==> src/rtl/shift_arbiter_if.sv <==
// shift_arbiter_if -- request/result bundle for shift_arbiter.
//   req0_* / req1_* : two requesters (valid, 8-bit operand, 3-bit right-shift
//                     amount, ready back from the arbiter)
//   out_*           : single result slot (valid, 8-bit data, owner id, ready
//                     from the consumer)
// Modports:
//   master : requester/consumer side (drives requests and out_ready)
//   slave  : arbiter side (drives readies and the result)
interface shift_arbiter_if;
    logic       req0_valid;
    logic [7:0] req0_data;
    logic [2:0] req0_amt;
    logic       req0_ready;
    logic       req1_valid;
    logic [7:0] req1_data;
    logic [2:0] req1_amt;
    logic       req1_ready;
    logic       out_valid;
    logic [7:0] out_data;
    logic       out_id;
    logic       out_ready;

    modport master (
        output req0_valid, req0_data, req0_amt,
        input  req0_ready,
        output req1_valid, req1_data, req1_amt,
        input  req1_ready,
        input  out_valid, out_data, out_id,
        output out_ready
    );

    modport slave (
        input  req0_valid, req0_data, req0_amt,
        output req0_ready,
        input  req1_valid, req1_data, req1_amt,
        output req1_ready,
        output out_valid, out_data, out_id,
        input  out_ready
    );
endinterface

==> src/rtl/shift_arbiter.sv <==
// shift_arbiter -- two requesters share one logical-right shifter
// (three 2:1-mux stages of 4, 2 and 1) feeding a single result register.
// Ports:
//   clk  : clock, all state updates on the rising edge
//   rst  : synchronous active-high reset
//   bus  : shift_arbiter_if.slave (requests in, readies and result out)
// Configuration:
//   SHIFT_ARB_RR_EN defined   -> ties resolve round-robin (pointer updated
//                                only on a transfer, requester 0 first)
//   SHIFT_ARB_RR_EN undefined -> ties resolve to requester 0, no pointer
// Latency is one cycle; the slot drains and refills in the same cycle.
module shift_arbiter (
    input  logic           clk,
    input  logic           rst,
    shift_arbiter_if.slave bus
);

    typedef enum logic {
        EMPTY = 1'b0,
        FULL  = 1'b1
    } state_t;

    state_t     state_q, state_d;
    logic [7:0] out_data_q, out_data_d;
    logic       out_id_q, out_id_d;

`ifdef SHIFT_ARB_RR_EN
    logic       ptr_q, ptr_d;
`endif

    logic       tie_pick;
    logic       grant_id;
    logic       slot_free;
    logic       ready0, ready1;
    logic       xfer;
    logic [7:0] sel_data;
    logic [2:0] sel_amt;
    logic [7:0] stg4, stg2, stg1;

    // State register
    always_ff @(posedge clk) begin
        if (rst) begin
            state_q    <= EMPTY;
            out_data_q <= '0;
            out_id_q   <= 1'b0;
`ifdef SHIFT_ARB_RR_EN
            ptr_q      <= 1'b0;
`endif
        end else begin
            state_q    <= state_d;
            out_data_q <= out_data_d;
            out_id_q   <= out_id_d;
`ifdef SHIFT_ARB_RR_EN
            ptr_q      <= ptr_d;
`endif
        end
    end

    // Output / datapath: grant, readies and the shared shifter
    always_comb begin
`ifdef SHIFT_ARB_RR_EN
        tie_pick = ptr_q;
`else
        tie_pick = 1'b0;
`endif
        if (bus.req0_valid && bus.req1_valid) begin
            grant_id = tie_pick;
        end else if (bus.req1_valid) begin
            grant_id = 1'b1;
        end else begin
            grant_id = 1'b0;
        end

        // A full slot is still free when the consumer takes it this cycle.
        slot_free = (state_q == EMPTY) || bus.out_ready;
        ready0    = !rst && slot_free && bus.req0_valid && !grant_id;
        ready1    = !rst && slot_free && bus.req1_valid &&  grant_id;
        xfer      = ready0 || ready1;

        sel_data  = grant_id ? bus.req1_data : bus.req0_data;
        sel_amt   = grant_id ? bus.req1_amt  : bus.req0_amt;
        stg4      = sel_amt[2] ? {4'b0000, sel_data[7:4]} : sel_data;
        stg2      = sel_amt[1] ? {2'b00,   stg4[7:2]}     : stg4;
        stg1      = sel_amt[0] ? {1'b0,    stg2[7:1]}     : stg2;
    end

    // Next-state
    always_comb begin
        state_d    = state_q;
        out_data_d = out_data_q;
        out_id_d   = out_id_q;
`ifdef SHIFT_ARB_RR_EN
        ptr_d      = ptr_q;
`endif
        case (state_q)
            EMPTY: begin
                if (xfer) begin
                    state_d = FULL;
                end
            end
            FULL: begin
                if (bus.out_ready && !xfer) begin
                    state_d = EMPTY;
                end
            end
            default: state_d = EMPTY;
        endcase

        if (xfer) begin
            out_data_d = stg1;
            out_id_d   = grant_id;
`ifdef SHIFT_ARB_RR_EN
            ptr_d      = !grant_id;
`endif
        end
    end

    assign bus.req0_ready = ready0;
    assign bus.req1_ready = ready1;
    assign bus.out_valid  = (state_q == FULL);
    assign bus.out_data   = out_data_q;
    assign bus.out_id     = out_id_q;

endmodule

==> src/flat_wrapper.sv <==
// flat-port wrapper written by rule: the top's interface ports become plain ports
module shift_arbiter_flat 
  (clk, rst, bus_req0_valid, bus_req0_data, bus_req0_amt, bus_req0_ready, bus_req1_valid, bus_req1_data, bus_req1_amt, bus_req1_ready, bus_out_valid, bus_out_data, bus_out_id, bus_out_ready);
  shift_arbiter_if bus_i ();
  input  logic clk;
  input  logic rst;
  input wire logic [$bits(bus_i.req0_valid)-1:0] bus_req0_valid;
  input wire logic [$bits(bus_i.req0_data)-1:0] bus_req0_data;
  input wire logic [$bits(bus_i.req0_amt)-1:0] bus_req0_amt;
  output wire logic [$bits(bus_i.req0_ready)-1:0] bus_req0_ready;
  input wire logic [$bits(bus_i.req1_valid)-1:0] bus_req1_valid;
  input wire logic [$bits(bus_i.req1_data)-1:0] bus_req1_data;
  input wire logic [$bits(bus_i.req1_amt)-1:0] bus_req1_amt;
  output wire logic [$bits(bus_i.req1_ready)-1:0] bus_req1_ready;
  output wire logic [$bits(bus_i.out_valid)-1:0] bus_out_valid;
  output wire logic [$bits(bus_i.out_data)-1:0] bus_out_data;
  output wire logic [$bits(bus_i.out_id)-1:0] bus_out_id;
  input wire logic [$bits(bus_i.out_ready)-1:0] bus_out_ready;
  assign bus_i.req0_valid = bus_req0_valid;
  assign bus_i.req0_data = bus_req0_data;
  assign bus_i.req0_amt = bus_req0_amt;
  assign bus_req0_ready = bus_i.req0_ready;
  assign bus_i.req1_valid = bus_req1_valid;
  assign bus_i.req1_data = bus_req1_data;
  assign bus_i.req1_amt = bus_req1_amt;
  assign bus_req1_ready = bus_i.req1_ready;
  assign bus_out_valid = bus_i.out_valid;
  assign bus_out_data = bus_i.out_data;
  assign bus_out_id = bus_i.out_id;
  assign bus_i.out_ready = bus_out_ready;
  shift_arbiter u_core (.clk(clk), .rst(rst), .bus(bus_i));
endmodule
==> config.mk <==
export PLATFORM = sky130hd
export DESIGN_NAME = shift_arbiter_flat
export DESIGN_NICKNAME = d
export VERILOG_FILES = /design/src/rtl/shift_arbiter_if.sv /design/src/rtl/shift_arbiter.sv /design/src/flat_wrapper.sv
export SDC_FILE = /design/constraint.sdc
export NUM_CORES = 1
export LEC_CHECK = 0
export CELL_PAD_IN_SITES_DETAIL_PLACEMENT = 2
export CELL_PAD_IN_SITES_GLOBAL_PLACEMENT = 2
export CORE_ASPECT_RATIO = 1.4
export CORE_MARGIN = 1.5
export CORE_UTILIZATION = 23
export CTS_BUF_LIST = sky130_fd_sc_hd__clkbuf_4
export CTS_CLUSTER_DIAMETER = 200
export DETAILED_ROUTE_END_ITERATION = 6
export PLACE_DENSITY_LB_ADDON = 0.15
export SLEW_MARGIN = 0
export SYNTH_ARGS = -nofsm -noshare
export SYNTH_HDL_FRONTEND = slang
export SYNTH_SLANG_ARGS = --single-unit
export TNS_END_PERCENT = 20
==> constraint.sdc <==
create_clock -name clk -period 2 [get_ports clk]
set_input_delay 0.2 -clock clk [delete_from_list [all_inputs] [get_ports clk]]
set_output_delay 0.2 -clock clk [all_outputs]
set_load 0.005 [all_outputs]
==> results of run 1 <==
-- per-stage QoR --
stage	instances	total power (µW)
finish	200	641
global route	200	683
CTS	200	649
detailed placement	197	510
global placement	197	502
floorplan	109	359
-- layout make-up --
cell class              instances  area [µm²]
well taps                      42        52.6
repair buffers                 53         493
clock buffers                   3        22.5
inverters                       6        22.5
flip-flops and latches         10         200
fillers                       437        2250
multi-input cells              86         632
-- how the worst max path moves through the flow --
stage | startpoint | end | slack (ns) | cells after the start
2_1_floorplan | u_core.bus.out_valid | u_core.bus.out_data[2] | 0.56 | 5
3_3_place_gp | bus_req1_valid | u_core.bus.out_data[3] | -0.12 | 6
3_5_place_dp | bus_req1_valid | u_core.bus.out_data[0] | -0.19 | 5
4_1_cts | bus_req1_valid | bus_req1_ready | 0.01 | 5
5_1_grt | bus_req0_valid | u_core.bus.out_data[2] | 0.005 | 8
6_report | bus_req0_valid | bus_req1_ready | 0.09 | 5
-- layer usage --
layer	vias to the layer above	part of all wire	track usage
li1	507	-	-
met1	485	0.37	0.161
met2	24	0.58	0.319
met3	6	0.023	0.0118
met4	0	0.025	0.0829
met5	-	0	0
-- logic make-up (layout without fill, tap and decap cells) --
| group | count (synthesis) | count (layout) | share of synthesized area |
|---|---|---|---|
| AOI/OAI and AO/OA | 34 | 34 | 0.253 |
| DFF | 10 | 10 | 0.224 |
| muxes | 14 | 14 | 0.210 |
| buffers and inverters | 13 | 62 | 0.0770 |
| and+or+nand+nor | 38 | 38 | 0.235 |
-- cells in the final DEF (no fill, tap or decap), types with 2 or more instances in the layout --
cell	synthesis	layout
nor2b_1	4	3
clkbuf_4	0	3
a31oi_1	4	4
a211oi_1	6	6
a21oi_1	8	8
mux2_2	8	8
nor3_2	1	2
o211ai_1	2	2
o21ai_0	5	5
clkdlybuf4s50_1	0	38
nor2_1	11	11
inv_1	6	6
dfxtp_1	10	10
nand2_1	10	10
mux2i_1	3	3
buf_4	0	15
o22ai_1	2	2
nand3_1	2	2
mux2i_4	2	2
and4bb_2	3	3
-- critical path, cell delays in order --
cell             delay, ns
clkdlybuf4s50_1       0.47
nand2b_1              0.20
buf_4                 0.16
nor3_2                0.14
clkdlybuf4s50_1       0.53
-- state kept, by name, summed over array words and instances (netlist names) --
register              count
u_core.bus.out_id         1
u_core.bus.out_data       8
u_core.bus.out_valid      1
-- timing repair --
| item | in CTS | in global routing |
|---|---|---|
| setup buffers | 0 | 0 |
| endpoints found under the setup margin | 0 | 4 |
| resized for setup | 0 | 2 |
-- synth_stat cells (3+ instances only) --
cell type and instances:
nor2_1 11, dfxtp_1 10, nand2_1 10, a21oi_1 8
mux2_2 8, a211oi_1 6, inv_1 6, o21ai_0 5
a31oi_1 4, buf_2 4, nor2b_1 4, and4bb_2 3
mux2i_1 3
-- power by group --
group,leakage [µW],internal [µW],switching (µW)
clock network,0.0000138,69.6,68.8
logic,0.000453,160,117
registers,0.0000824,217,8.48
total,0.000550,447,195
==> flow_summary_export.csv, run 1 <==
group,metric,value,unit
yosys,synth-seq-area-share,0.224,
clocking,clock_path_buffers,2,
run,max_cap_violations,0,
yosys,syn_nets,136,
yosys,synth_area_leader_cell,"dfxtp_1",
yosys,syn-cell-area,893,µm²
route,vias,1022,
yosys,synth_seq_cells,10,
yosys,yosys.area.top_type_share,0.224,
pwr,vdd.ir_drop.worst,0.250,mV
status,status,"complete, no violations",
global_route,grt.total_usage,0.161,
clocking,clk_latency,0.26,ns
final_layout,nets,187,
die,ios,39,
clocking,cts_tree,"done",
sta,setup_tns,0,ns
die,die_y,76.7,µm
final_layout,final_cell_area,1420,µm²
final_layout,area_growth_syn_to_layout,59.2,%
die,die_w,55.7,µm
setup_path,timing.rr.start,"u_core.bus.out_valid",
setup_path,r2r_end,"u_core.bus.out_data[2]",
pwr,p_per_area,451,nW/µm²
min_path,min-delay-start,"u_core.bus.out_data[5]",
sta,hold_viol_final,0,
setup_path,worstSetupPathType,"in2out",
yosys,netlist-cell-type-count,35,
sta,post-route-period-util,0.953,
route,dr.first_iter.drc_count,16,
yosys,ys_warn_count,0,
global_route,grt_max_degree,10,
final_layout,drive_gt1_frac,0.241,
placement,dpl_worst_slack,-0.192,ns
setup_path,r2r_cells,6,
setup_path,cp-end-kind,"output port",
clocking,cts_root_buf,"clkbuf_4",
min_path,hp-class,"reg2reg",
yosys,ys.flop_type,"dfxtp_1",
min_path,min_to,"u_core.bus.out_data[5]",
yosys,netlist_top_cells_area,"dfxtp_1, mux2_2, a211oi_1",
clocking,clk_pin_slew,0.06,ns
global_route,grt_pass1_vias,1139,
setup_path,r2r_slack,0.38,ns
sta,tightest_slew,0.439,ns
route,routed_via_density,5.11,
yosys,syn_inst,109,
placement,portBuffers,38,
route,drc,0,
route,wl,3270,µm
sta,slew_headroom,0.707,
die,initial_core_util,0.243,
route,drt-pass1-iter-count,4,
final_layout,final_util,0.387,
placement,dpl.hpwl,2840,µm
pwr,leakagePower,0.000550,µW
sta,rsz0062_at_grt,"no",
clocking,cts_buffers,3,
final_layout,diodes,0,
yosys,async_flop_share,0,
die,design.core.area,3680,µm²
setup_path,cp_data_arrival_time,1.71,ns
setup_path,worstSetupStartpointType,"primary input",
min_path,whs_path_depth,2,
clocking,cts_sinks,10,
route,wl_per_cell,16.3,µm
sta,timing.final.crit_period,1.91,ns
clocking,h-tree-depth,1,
yosys,avgSynthCellArea,8.20,µm²
global_route,grt-ovfl-total,0,
sta,fin_skew,0.000766,ns
sta,finalSetupViolations,0,
setup_path,path_max_fanout,3,
sta,layout_setup_ws,0.0932,ns
clocking,hold_buffers,0,
yosys,synth-edff-count,0,
sta,drv_slew,0,
placement,place_congestion,0.717,
route,ant_nets,0,
sta,whs,0.464,ns
global_route,antenna_found_initial,0,
die,fp.dieArea,4270,µm²
sta,max_freq,524,MHz
global_route,grt_pass1_wl,5450,µm
die,num_rows,26,
setup_path,required,1.80,ns
placement,place_area,1390,µm²
No activity file was read; power rests on OpenSTA's default activity.
==> inputs of run 2 (changes only) <==
--- a/config.mk
+++ b/config.mk
@@ -13,7 +13,7 @@
 export CTS_BUF_LIST = sky130_fd_sc_hd__clkbuf_4
 export CTS_CLUSTER_DIAMETER = 200
 export DETAILED_ROUTE_END_ITERATION = 6
-export PLACE_DENSITY_LB_ADDON = 0.15
+export PLACE_DENSITY_LB_ADDON = 0.1
 export SLEW_MARGIN = 0
 export SYNTH_ARGS = -nofsm -noshare
 export SYNTH_HDL_FRONTEND = slang
==> flow_summary_export.csv, run 2 (synthesis gave the netlist of run 1 again) <==
group,metric,value,unit
final_layout,final_util,0.389,
global_route,antenna_found_initial,0,
run,max_cap_violations,0,
final_layout,mostFrequentLayoutCells,"clkdlybuf4s50_1, buf_4, nor2_1",
clocking,clk_latency,0.28,ns
pwr,power_frac_comb,0.425,
clocking,cts_buffers,3,
pwr,leakagePower,0.000555,µW
die,design.core.area,3680,µm²
clocking,clk_pin_slew,0.06,ns
final_layout,final_common_cell,"clkdlybuf4s50_1",
die,initial_core_util,0.243,
die,die_y,76.7,µm
die,fp.dieArea,4270,µm²
setup_path,r2r_cells,6,
pwr,power.switching,204,µW
route,wl,3250,µm
sta,post-route-period-util,0.945,
sta,slew_headroom,0.608,
sta,timing.final.crit_period,1.89,ns
setup_path,required,1.80,ns
final_layout,final_cells,202,
sta,whs,0.464,ns
setup_path,worstSetupPathType,"in2out",
sta,drv_slew,0,
clocking,hold_buffers,0,
min_path,hp-class,"reg2reg",
pwr,sw_frac_of_total,0.311,
clocking,cts_sinks,10,
global_route,grt_pass1_wl,5150,µm
route,drt-pass1-iter-count,4,
setup_path,cp_data_arrival_time,1.69,ns
clocking,h-tree-depth,1,
pwr,seq_power_share,0.344,
die,ios,39,
clocking,cts_resized,1,
setup_path,cp-end-kind,"output port",
global_route,grt_pass1_vias,1118,
clocking,cts_root_buf,"clkbuf_4",
min_path,whs_path_depth,2,
route,vias,1037,
placement,dpl.hpwl,2800,µm
final_layout,diodes,0,
sta,rsz0062_at_grt,"no",
route,wl_per_cell,16.1,µm
global_route,grt.total_usage,0.154,
placement,portBuffers,38,
placement,placed_cells,198,
setup_path,path_max_fanout,3,
clocking,cts_tree,"done",
route,drc,0,
placement,place_congestion,0.736,
sta,fin_skew,0.00706,ns
pwr,internal-power,451,µW
pwr,p_per_area,457,nW/µm²
die,die_w,55.7,µm
pwr,power.share.clock,0.231,
pwr,vdd.ir_drop.worst,0.324,mV
global_route,grt-ovfl-total,0,
die,num_rows,26,
sta,tightest_slew,0.587,ns
sta,hold_viol_final,0,
route,dr.first_iter.drc_count,10,
route,routed_via_density,5.13,
final_layout,drive_gt1_frac,0.238,
final_layout,area_growth_syn_to_layout,60.2,%
final_layout,largest_reg_flops,8,
sta,max_freq,529,MHz
clocking,post_cts_buffers,0,
route,ant_nets,0,
sta,finalSetupViolations,0,
global_route,grt_max_degree,10,
status,status,"complete, no violations",
setup_path,worstSetupStartpointType,"primary input",
final_layout,nets,188,
clocking,clock_path_buffers,2,
[run 2: through the flow]
stage / instance area [µm²] / setup TNS, ns / total power (µW) / worst slack [ns]
6_report: 1430 / 0 / 655 / 0.109
5_1_grt: 1430 / 0 / 696 / 0.0227
4_1_cts: 1430 / 0 / 669 / 0.0798
3_5_place_dp: 1400 / -0.459 / 511 / -0.163
3_3_place_gp: 1400 / -0.145 / 503 / -0.0878
2_1_floorplan: 893 / 0 / 359 / 0.562
[run 2: final cells by class]
type                       count  area (µm²)
multi-input combinational     86         629
clock inverter                 1        3.75
inverter                       6        22.5
timing repair buffer          54         500
clock buffer                   3        22.5
fill                         453        2240
sequential                    10         200
tap                           42        52.6
[run 2: power groups by stage]
stage,sequential (µW),clock [µW],combinational [µW]
after floorplan,231,0,128
after global placement,229,0,274
after detailed placement,230,0,281
after CTS,225,160,283
after global routing,227,168,301
final,225,151,278
[run 2: routing by layer]
layer | part of all wire | vias to the layer above | track usage | routed length [µm]
met2 | 0.58 | 27 | 0.314 | 1900
li1 | - | 510 | - | -
met4 | 0.022 | 0 | 0.0805 | 70
met1 | 0.36 | 495 | 0.145 | 1180
met3 | 0.033 | 5 | 0.0135 | 109
met5 | 0 | - | 0 | 0
[run 2: worst paths after layout]
check                              start                      to  slack (ns)
hold reg to reg   u_core.bus.out_data[5]  u_core.bus.out_data[5]        0.46
setup / recovery          bus_req0_valid          bus_req1_ready        0.11
setup reg to reg    u_core.bus.out_valid  u_core.bus.out_data[2]        0.45
hold / removal    u_core.bus.out_data[5]  u_core.bus.out_data[5]        0.46
[run 2: critical path: stages]
cell and delay [ns]:
clkdlybuf4s50_1 0.44, nand2b_1 0.18, buf_4 0.16, nor3_2 0.15, clkdlybuf4s50_1 0.56
